$ cat config.mk
export PLATFORM = sky130hd
export DESIGN_NAME = parc_core_reorder_buffer
export DESIGN_NICKNAME = d
export VERILOG_FILES = /design/src/rtl/parc_core_reorder_buffer.sv
export SDC_FILE = /design/constraint.sdc
export NUM_CORES = 1
export LEC_CHECK = 0
export ABC_AREA = 1
export CAP_MARGIN = 10
export CORE_MARGIN = 2
export CORE_UTILIZATION = 45
export CTS_BUF_LIST = sky130_fd_sc_hd__clkbuf_4 sky130_fd_sc_hd__clkbuf_8
export CTS_CLUSTER_DIAMETER = 40
export CTS_CLUSTER_SIZE = 10
export DETAILED_ROUTE_END_ITERATION = 16
export REMOVE_ABC_BUFFERS = 1
export SYNTH_ARGS = -nofsm -noshare
export SYNTH_HDL_FRONTEND = slang
export SYNTH_SLANG_ARGS = --single-unit
$ cat constraint.sdc
create_clock -name clk -period 5.15 [get_ports clk]
set_clock_uncertainty 0.15 [all_clocks]
set_input_delay 0.515 -clock clk [delete_from_list [all_inputs] [get_ports clk]]
set_output_delay 0.515 -clock clk [all_outputs]
set_load 0.005 [all_outputs]
$ cat src/rtl/parc_core_reorder_buffer.sv
// Reorder buffer for the 5-stage PARC pipeline: allocates slots in decode, completes them on
// writeback, retires them in program order and squashes speculative slots on a misprediction.
module parc_core_reorder_buffer #(
  parameter int unsigned DEPTH = 16
) (
  input  logic       clk,
  input  logic       reset,
  input  logic       rob_alloc_req_val,
  output logic       rob_alloc_req_rdy,
  input  logic [4:0] rob_alloc_req_preg,
  input  logic       rob_alloc_req_spec,
  output logic [4:0] rob_alloc_resp_slot,
  input  logic       rob_fill_val,
  input  logic [4:0] rob_fill_slot,
  input  logic       rob_branch_res_val,
  input  logic       rob_branch_res_taken,
  output logic       rob_commit_wen,
  output logic [4:0] rob_commit_slot,
  output logic [4:0] rob_commit_rf_waddr
);

  localparam int unsigned PtrW = (DEPTH > 1) ? $clog2(DEPTH) : 1;
  localparam int unsigned CntW = PtrW + 1;
  localparam logic [CntW-1:0] Full = CntW'(DEPTH);

  logic [DEPTH-1:0] valid_q, valid_d;
  logic [DEPTH-1:0] pending_q, pending_d;
  logic [DEPTH-1:0] spec_q, spec_d;
  logic [4:0]       preg_q [DEPTH];
  logic [4:0]       preg_d [DEPTH];
  logic [PtrW-1:0]  head_q, head_d;
  logic [PtrW-1:0]  tail_q, tail_d;
  logic [PtrW-1:0]  spec_start_q, spec_start_d;
  logic [CntW-1:0]  count_q, count_d;
  logic [CntW-1:0]  spec_cnt_q, spec_cnt_d;

  logic            alloc;
  logic            commit;
  logic            squash;
  logic            clear_spec;
  logic            fill_hit;
  logic [PtrW-1:0] fill_idx;

  always_comb begin
    rob_alloc_req_rdy   = (count_q != Full) && !rob_branch_res_val;
    alloc               = rob_alloc_req_val && rob_alloc_req_rdy;
    commit              = valid_q[head_q] && !pending_q[head_q] && !spec_q[head_q];
    // A taken resolution with nothing speculative must leave tail alone.
    squash              = rob_branch_res_val && rob_branch_res_taken && (spec_cnt_q != '0);
    clear_spec          = rob_branch_res_val && !rob_branch_res_taken;
    fill_idx            = rob_fill_slot[PtrW-1:0];
    fill_hit            = rob_fill_val && (32'(rob_fill_slot) < DEPTH) && valid_q[fill_idx];

    rob_alloc_resp_slot = 5'(tail_q);
    rob_commit_wen      = commit;
    rob_commit_slot     = 5'(head_q);
    rob_commit_rf_waddr = preg_q[head_q];
  end

  always_comb begin
    valid_d      = valid_q;
    pending_d    = pending_q;
    spec_d       = spec_q;
    preg_d       = preg_q;
    head_d       = head_q;
    tail_d       = tail_q;
    spec_start_d = spec_start_q;
    spec_cnt_d   = spec_cnt_q;

    if (fill_hit) pending_d[fill_idx] = 1'b0;

    if (commit) begin
      valid_d[head_q] = 1'b0;
      head_d          = head_q + PtrW'(1);
    end

    // Alloc and resolution are mutually exclusive: rdy is low while res_val is high.
    if (alloc) begin
      valid_d[tail_q]   = 1'b1;
      pending_d[tail_q] = 1'b1;
      spec_d[tail_q]    = rob_alloc_req_spec;
      preg_d[tail_q]    = rob_alloc_req_preg;
      tail_d            = tail_q + PtrW'(1);
      if (rob_alloc_req_spec) begin
        if (spec_cnt_q == '0) spec_start_d = tail_q;
        spec_cnt_d = spec_cnt_q + CntW'(1);
      end
    end

    if (clear_spec) begin
      spec_d     = '0;
      spec_cnt_d = '0;
    end

    if (squash) begin
      valid_d    = valid_d & ~spec_q;
      spec_d     = '0;
      tail_d     = spec_start_q;
      spec_cnt_d = '0;
    end

    if (squash) count_d = count_q - spec_cnt_q - CntW'(commit);
    else        count_d = count_q + CntW'(alloc) - CntW'(commit);
  end

  always_ff @(posedge clk or posedge reset) begin
    if (reset) begin
      valid_q      <= '0;
      pending_q    <= '0;
      spec_q       <= '0;
      preg_q       <= '{default: '0};
      head_q       <= '0;
      tail_q       <= '0;
      spec_start_q <= '0;
      count_q      <= '0;
      spec_cnt_q   <= '0;
    end else begin
      valid_q      <= valid_d;
      pending_q    <= pending_d;
      spec_q       <= spec_d;
      preg_q       <= preg_d;
      head_q       <= head_d;
      tail_q       <= tail_d;
      spec_start_q <= spec_start_d;
      count_q      <= count_d;
      spec_cnt_q   <= spec_cnt_d;
    end
  end

endmodule

**Word level (Yosys, flattened, before mapping)**

Cells that the tools add are included.

- Multiplexer cells: 36
- Reductions and logical operators: 24
- $add $sub $neg: 7
- $lt $le $gt $ge: 10
- Bitwise operators: 10
- Equal/unequal tests: 1

Operators by type and width:

| kind | number |
|---|---|
| 2-to-1 mux 16 bit | 8 |
| bitwise mux 80 bit | 1 |
| AND 16 bit | 3 |
| NOT 16 bit | 3 |
| 2-to-1 mux 5 bit | 8 |
| OR 16 bit | 2 |
| binary-select mux 5 bit (select 4 bit) | 1 |
| demux 5 bit (select 4 bit) | 1 |
| binary-select mux 1 bit (select 4 bit) | 4 |
| bitwise mux 16 bit | 1 |
| less-than comparator 4 x 5 -> 1 bit, second input constant | 3 |
| logical AND 1 bit | 13 |
| demux 1 bit (select 4 bit) | 3 |
| greater-or-equal comparator 4 x 1 -> 1 bit, second input constant | 3 |
| greater-or-equal comparator 5 bit, second input constant | 2 |
| NOT 4 -> 5 bit | 2 |
| subtractor 5 x 1 -> 5 bit | 2 |
| adder 4 x 1 -> 4 bit, second input constant | 2 |
| 2-to-1 mux 4 bit | 2 |
| 2-to-1 mux 1 bit | 7 |
| nonzero test 3 bit | 2 |
| adder 5 x 1 -> 5 bit | 1 |
| adder 5 x 1 -> 5 bit, second input constant | 1 |
| zero test 5 bit | 1 |
| other kinds (9) | 12 |

- Logic and storage cells: 112
- Bits in registers: 150
- Output and inout port bits: 17
- Input port bits: 17

**Depth between registers and ports, before layout**

Gate-level depths: netlist of run 1.

- Word-level depth: 11
- Mapped depth: 21
- Depth with buffers taken out: 19

**Worst setup path after synthesis of run 1**

OpenSTA, ideal clock, no wires.

- Path type: register to register
- From: register head_q[0]
- To: register count_q[4]
- Library setup time: 0.139 ns
- Clock period less this slack: 3.066 ns
- Path buffers: 3
- Arrival time: 2.777 ns
- Stages on the path, launching flop included: 21
- Path slack: 2.084 ns
- Required time: 4.861 ns
- Cells stage by stage: dfrtp_1 buf_4 buf_6 nand2_1 nand3_1 nand2_1 nand2_1 nand2_1 nor2_4 nand3_2 buf_4 inv_2 ha_1 inv_1 ha_1 inv_1 fa_1 o21ai_0 a21oi_1 xnor2_1 o22ai_1

- Word-level cells in the longest chain between the ends: 7
- Elaborated cells between the ends (all ways): 13
- Those cells by class: add/sub (2); mux (7); reduce/logical (4)

Ends and longest elaborated chain:

| what | line | source |
|---|---|---|
| start: declaration | 31 | `logic [PtrW-1:0] head_q, head_d;` |
| start signal: assignment | 112 | `head_q <= '0;` |
| start signal: assignment | 122 | `head_q <= head_d;` |
| binary-select mux 1 bit (select 4 bit) | 47 | `commit = valid_q[head_q] && !pending_q[head_q] && !spec_q[head_q];` |
| 2-to-1 mux 1 bit (implied by the code) | 47 |  |
| zero test 1 bit | 47 |  |
| logical AND 1 bit | 47 |  |
| logical AND 1 bit (*) | 47 |  |
| via rob_commit_wen | 17 | `output logic rob_commit_wen,` |
| subtractor 5 x 1 -> 5 bit, on equally long branches | 103, 102 |  |
| 2-to-1 mux 5 bit (*) | 102 | `if (squash) count_d = count_q - spec_cnt_q - CntW'(commit);` |
| via count_d[4] | 34 | `logic [CntW-1:0] count_q, count_d;` |
| end signal: assignment | 125 | `count_q <= count_d;` |
| end: declaration | 34 |  |

Mark *: on every way through the listed nets, which the timed path passes. The rest lies on a longest branch. The select of a mux whose other input is x is not followed.
A chain may end at the register's enable or synchronous reset.

**Worst setup path in the final report of run 1**

- From: register head_q[0]
- To: register count_q[4]

- Word-level cells in the longest chain between the ends: 7
- Elaborated cells between the ends (all ways): 13
- Those cells by class: add/sub (2); mux (7); reduce/logical (4)

Ends and longest elaborated chain:

| what | line |
|---|---|
| binary-select mux 1 bit (select 4 bit) | 47 |
| 2-to-1 mux 1 bit (implied by the code) | 47 |
| zero test 1 bit | 47 |
| logical AND 1 bit | 47 |
| logical AND 1 bit (*) | 47 |
| subtractor 5 x 1 -> 5 bit, on equally long branches | 103, 102 |
| 2-to-1 mux 5 bit (*) | 102 |
| via count_d[4] | 34 |

Marks and branches as above.

==> metrics, run 1 <==
vias per cell=around 5.3; GRT met3 Usage=~4.0%; RSZ-0062 raised after global routing=false; worst path buffer plus inverter count=4; vias in the first global route=slightly below 7,000; Clock Tree Root=clkbuf_8; relative slew slack=just under 40%; Resize count post-CTS=0; Tot GR Track Use=about a quarter; count leader, synth=nand2_1; largest net degree at the start of global routing=95; Area Overhead vs Synth=8.96%; GRT met2 Usage=between 30% and 40%; final setup fails=0; initial antenna violation count=0; Placed Cells=around 1,300; Syn Area/Cell=between 7 and 8 µm²; Worst Path Max Fanout=between 40 and 50; Synth Register Bits=150; Crit. End Element=flip-flop; reg2reg path depth=18; Die W=between 100 and 150 µm; final net count=~1,100; fmax=roughly 230 MHz; Reg area=approximately 3800 µm²; CTS clk-pin slew, worst paths=~0.090 ns; critical path's top delay family=simple AND/OR/NAND/NOR gates; max incr delay on CP=0.58 ns; Crit path arrival time=~4.5 ns; setup tns final=0 ns; DR WL/cell=around 17 µm; clk sink count=150; Max Root-Sink Buffers=2; worst r2r src=head_q[0]; Distinct cells, synth=36; Final Max Slew Viols=0; die area=between 15,000 and 20,000 µm²; first-pass GRT wire length=37,300 µm; Final Hold Vio Count=0; multi-input logic area=approximately 3700 µm²; Most common cell on crit path=nand2_1; max cap viols=0; Fillers=around 1,800; asr flop ratio synth=100%; GR Layer Usage met1=37.2%; GRT Max-Usage Layer=met1; Crit Path Class=flip-flop to flip-flop; post-layout min period=roughly 4.3 ns; Starting DRT DRC Count=751; Lkg Pwr=between 4 and 5 nW; worst hold start=pending_q[0]; ANT cells=0; status=finished, final reports clean; DR pass1 iterations=8; # port buffers=31; CP max stage cell=inv_2; ys flop type=dfrtp_1; critical-path cell list=inv_2, nand2_1, nand3_1, nand2_1, nand2_1, nand2_1, nor2_4, nand3_2, inv_2, ha_1, inv_1, ha_1, inv_1, fa_1, o21ai_0, a21oi_1, xnor2_1, o22ai_1; WHS Path Cells=2; pwr/cell area=roughly 630 nW/µm²; share of Yosys cell area claimed by the top area cell type=a little under half; yosys warns=0; top post-synthesis cells by count=nand2_1 (270), o21ai_0 (167), dfrtp_1 (150), inv_1 (131), nand3_1 (89); Hold Path End=pending_q[0]; Post-Syn Instances=1,085; CTS buffer count=17; actual slew at the worst max-slew pin=a little over 0.9 ns; register area share after synthesis=45.6%; worst r2r dst=count_q[4]; DRC viols=0; ranking of synthesized cells by area=dfrtp_1 (46%), nand2_1 (12%), o21ai_0 (10%); RD Place Congestion=between 0.8 and 0.9; post-route insts no fill=1,325; CP Launch Type=flip-flop; EDFF count, synth=0; Worst Hold Class=flip-flop to flip-flop; vias post-DR=7,086; Synth area leader=dfrtp_1; WL final=22,900 µm; number of placement rows=49; Mapped Area=about 8000 µm²; final period utilization=a little over four fifths; Req. time, crit path=about 5.3 ns; Worst-Skew Late Latency=0.46 ns; H-tree depth=4; Initial Utilization=a little under half; Chip Height=139 µm; VDD IR-drop max=0.329 mV; # IOs=34; R2R Setup Slk=about 0.86 ns; grt ovf=0; CTS tree=built; post-route antenna net violation count=0; layout cells sized above 1=approximately 5.4%; Setup Fix Bufs, Post-CTS=0; core region area=around 18,000 µm²; DP Wirelength=14,200 µm; cts hold-fix bufs=0
worst min-delay path, cell delays in order (launching register included):
cell and delay [ns]:
dfrtp_1 0.35, nand2_1 0.05, nand3_1 0.06
cells by family (layout without fill, tap and decap cells):
kind of cell	count (synthesis)	count (layout)	share of synthesized area, %
buffers and inverters	195	205	9.80
AO/OA/AOI/OAI	242	242	15.4
AND/OR/NAND/NOR	461	461	24.0
flip-flops	150	150	45.6
multiplexers	1	1	0.122
other	1	2	0.0456
adder cells (fa/ha/maj)	23	23	3.77
XOR/XNOR	12	12	1.28
worst max-delay path by stage:
| stage | start | to | slack (ns) | depth (start not counted) |
|---|---|---|---|---|
| 4_1_cts | head_q[0] | count_q[4] | 0.88 | 18 |
| 3_5_place_dp | head_q[0] | count_q[4] | 0.91 | 18 |
| 2_1_floorplan | head_q[0] | count_q[4] | 0.13 | 19 |
| 3_3_place_gp | head_q[0] | count_q[4] | 1.02 | 18 |
| 5_1_grt | head_q[0] | count_q[4] | 0.51 | 18 |
| 6_report | head_q[0] | count_q[4] | 0.86 | 18 |
placed cells by master (no fill, tap or decap), types with 4 or more instances in the layout:
master	n
a21oi_1	42
buf_4	7
clkbuf_8	19
clkdlybuf4s50_1	31
dfrtp_1	149
ha_1	20
inv_1	129
inv_2	4
inv_6	4
inv_8	4
nand2_1	270
nand3_1	89
nand4_1	25
nor2_1	59
nor2_2	5
o21ai_0	167
o22ai_1	25
xnor2_1	5
xor2_1	7
area by class of cell:
type                    count  area share [%]
clock buffers              19            2.92
flip-flops and latches    150            41.9
well taps                 229            3.20
multi-input cells         741            40.9
repair buffers             38            4.05
inverters                 135            5.71
clock inverters            13            1.28
layer usage:
layer  vias to the layer above  part of all wire (%)
met3                        38                   5.3
met2                       202                    43
met1                      3325                    50
li1                       3521                     -
met5                         -                     0
met4                         0                   2.1
registers in the layout, indices dropped and copies added, names as in the netlist:
register and count:
spec_q 16, pending_q 16, tail_q 4, count_q 5, spec_start_q 4, spec_cnt_q 5
preg_q 80, valid_q 16, head_q 4
through the flow:
stage	setup slack (ns)	hold WS (ns)	utilization [%]	total power (W)	instance area, µm²
global placement	1.02	0.312	47.8	0.00468	8580
finish	0.856	0.336	49.9	0.00562	8960
detailed placement	0.909	0.317	47.8	0.00473	8580
global route	0.511	0.360	49.9	0.00615	8960
CTS	0.879	0.339	49.9	0.00562	8960
floorplan	0.125	0.298	-	0.00385	7930
report_power, final:
| group | internal, W | switching, W |
|---|---|---|
| logic | 0.00101 | 0.00175 |
| registers | 0.00166 | 0.000312 |
| clock network | 0.000377 | 0.000505 |
Note: power is estimated with default switching activity, not from simulation.
==> run 2, diff against run 1 <==
==> constraint.sdc (replaced) <==
create_clock -name clk -period 3.85 [get_ports clk]
set_clock_uncertainty 0.15 [all_clocks]
set_input_delay 0.385 -clock clk [delete_from_list [all_inputs] [get_ports clk]]
set_output_delay 0.385 -clock clk [all_outputs]
set_load 0.005 [all_outputs]
==> run 2 against run 1 <==
Flip-flop and latch count did not move. Maximum frequency rose by 31%. Setup slack got worse by 0.28 ns.
==> metrics, run 2 (synthesis gave the netlist of run 1 again) <==
Final Max Slew Viols=0 (unchanged); commonest non-fill, non-tap cell in the layout=nand2_1 (unchanged); ANT cells=0 (unchanged); worst setup path startpoint=head_q[0] (unchanged); VDD IR-drop max=0.419 mV (was 0.329 mV); worst r2r dst=count_q[4] (unchanged); Lkg Pwr=4.56 nW (was 4.46 nW); number of placement rows=49 (unchanged); status=finished, final reports clean (unchanged); Clock power frac=16.1% (was 15.7%); final setup fails=0 (unchanged); Tot GR Track Use=25.3% (was 24.4%); DR pass1 iterations=6 (was 8); Req. time, crit path=4.02 ns (was 5.31 ns); final period utilization=85.0% (was 83.4%); Crit path arrival time=3.44 ns (was 4.45 ns); H-tree depth=4 (unchanged); sw power=0.00351 W (was 0.00256 W); vias post-DR=7,228 (was 7,086); max reg flops=80 (unchanged); layout cells sized above 1=6.91% (was 5.38%); post-route antenna net violation count=0 (unchanged); Max Root-Sink Buffers=2 (unchanged); Final Power=0.00773 W (was 0.00562 W); clk sink count=150 (unchanged); CP Launch Type=flip-flop (unchanged); R2R Setup Slk=0.58 ns (was 0.86 ns); sw frac=45.5% (was 45.6%); reg2reg path depth=18 (unchanged); cell-internal power=0.00421 W (was 0.00305 W); Crit Path Class=flip-flop to flip-flop (unchanged); Fillers=1,800 (was 1,781); post-layout min period=3.27 ns (was 4.29 ns); Logic pwr share=49.6% (was 49.1%); Starting DRT DRC Count=774 (was 751); worst r2r src=head_q[0] (unchanged); Worst-Skew Late Latency=0.48 ns (was 0.46 ns); Initial Utilization=45.8% (unchanged); initial antenna violation count=0 (unchanged); relative slew slack=45.6% (was 38.5%); # IOs=34 (unchanged); max cap viols=0 (unchanged); vias in the first global route=7,013 (was 6,809); vias per cell=5.38 (was 5.35); Chip Height=139 µm (unchanged); most frequent cells in the layout=nand2_1 (270), o21ai_0 (167), dfrtp_1 (149) (unchanged); cts hold-fix bufs=0 (unchanged); Placed Cells=1,311 (was 1,293); CTS tree=built (unchanged); Resize count post-CTS=0 (unchanged); # port buffers=31 (unchanged); pwr/cell area=847 nW/µm² (was 627 nW/µm²); Most flops, register=preg_q (unchanged); DP Wirelength=15,300 µm (was 14,200 µm); Worst Hold Class=input pin to async pin (was flip-flop to flip-flop); Setup Fix Bufs, Post-CTS=0 (unchanged); actual slew at the worst max-slew pin=0.814 ns (was 0.919 ns); largest net degree at the start of global routing=78 (was 95); die area=19,400 µm² (unchanged); grt ovf=0 (unchanged); first-pass GRT wire length=38,500 µm (was 37,300 µm); RD Place Congestion=0.881 (was 0.862); final net count=1,141 (was 1,123); CTS clk-pin slew, worst paths=0.09 ns (about the same); Die W=139 µm (unchanged); WL final=23,400 µm (was 22,900 µm); DRC viols=0 (unchanged); Crit. End Element=flip-flop (unchanged); Final Hold Vio Count=0 (unchanged); Clock Tree Root=clkbuf_8 (unchanged); setup tns final=0 ns (unchanged); core region area=18,000 µm² (unchanged); DR WL/cell=17.4 µm (was 17.3 µm); Area Overhead vs Synth=11.0% (was 8.96%); CTS buffer count=17 (unchanged); power share of the sequential group=34.3% (was 35.2%); fmax=306 MHz (was 233 MHz); Worst Path Max Fanout=28 (was 45); RSZ-0062 raised after global routing=false (unchanged); post-route insts no fill=1,343 (was 1,325)
## run 2: changes by cell type in the layout (fill, tap and decap cells not counted), sizes merged
cell,delta
bufinv,+1
buf,+18
inv,+2
clkinvlp,-1
clkbuf,-2
## run 2: cell type report
type	count	area (µm²)	share of cell area [%]
flip-flops and latches	150	3750	41.1
multi-input cells	741	3670	40.2
inverters	135	512	5.61
repair buffers	56	510	5.59
well taps	229	287	3.14
clock buffers	17	234	2.56
clock inverters	15	160	1.75
## run 2: critical path: stages, from the launching register on
cell and delay [ns]:
dfrtp_2 0.41, inv_2 0.40, nand2_1 0.11, nand3_1 0.09, nand2_1 0.06, nand2_1 0.05, nand2_1 0.12, nor2_4 0.14
nand3_2 0.09, inv_2 0.11, ha_1 0.23, inv_1 0.06, ha_1 0.15, inv_1 0.05, fa_1 0.38, o21ai_0 0.17
a21oi_1 0.10, xnor2_1 0.13, o22ai_1 0.09
## run 2: per-layer routing
| metal | vias up | global-route usage, % | wire length [µm] |
|---|---|---|---|
| met5 | - | 0 | 0 |
| met4 | 0 | 6.49 | 392 |
| met3 | 32 | 5.21 | 1410 |
| met2 | 203 | 38.9 | 10300 |
| met1 | 3425 | 36.6 | 11300 |
| li1 | 3568 | - | - |
## run 2: how the worst max path moves through the flow
stage            endpoint  slack (ns)  cells after the start
2_1_floorplan  count_q[4]       -1.17                     19
3_3_place_gp   count_q[4]        0.69                     18
3_5_place_dp   count_q[4]        0.58                     18
4_1_cts        count_q[4]        0.57                     18
5_1_grt        count_q[4]        0.24                     18
6_report       count_q[4]        0.58                     18
## run 2: power by group through the flow
| stage | Sequential [W] | Clock [W] | Combinational, W |
|---|---|---|---|
| 5_1_grt | 0.00273 | 0.00133 | 0.00438 |
| 3_5_place_dp | 0.00266 | 0 | 0.00382 |
| 6_report | 0.00265 | 0.00125 | 0.00383 |
| 4_1_cts | 0.00264 | 0.00126 | 0.00383 |
| 3_3_place_gp | 0.00266 | 0 | 0.00375 |
| 2_1_floorplan | 0.00264 | 0 | 0.00250 |
## run 2: per-stage QoR
stage	worst slack, ns	hold WS (ns)	utilization (%)	instance area (µm²)
CTS	0.573	0.310	50.8	9130
finish	0.577	0.255	50.8	9130
detailed placement	0.577	0.318	48.6	8730
global route	0.238	0.325	50.8	9130
floorplan	-1.17	0.298	-	7930
global placement	0.690	0.312	48.6	8730
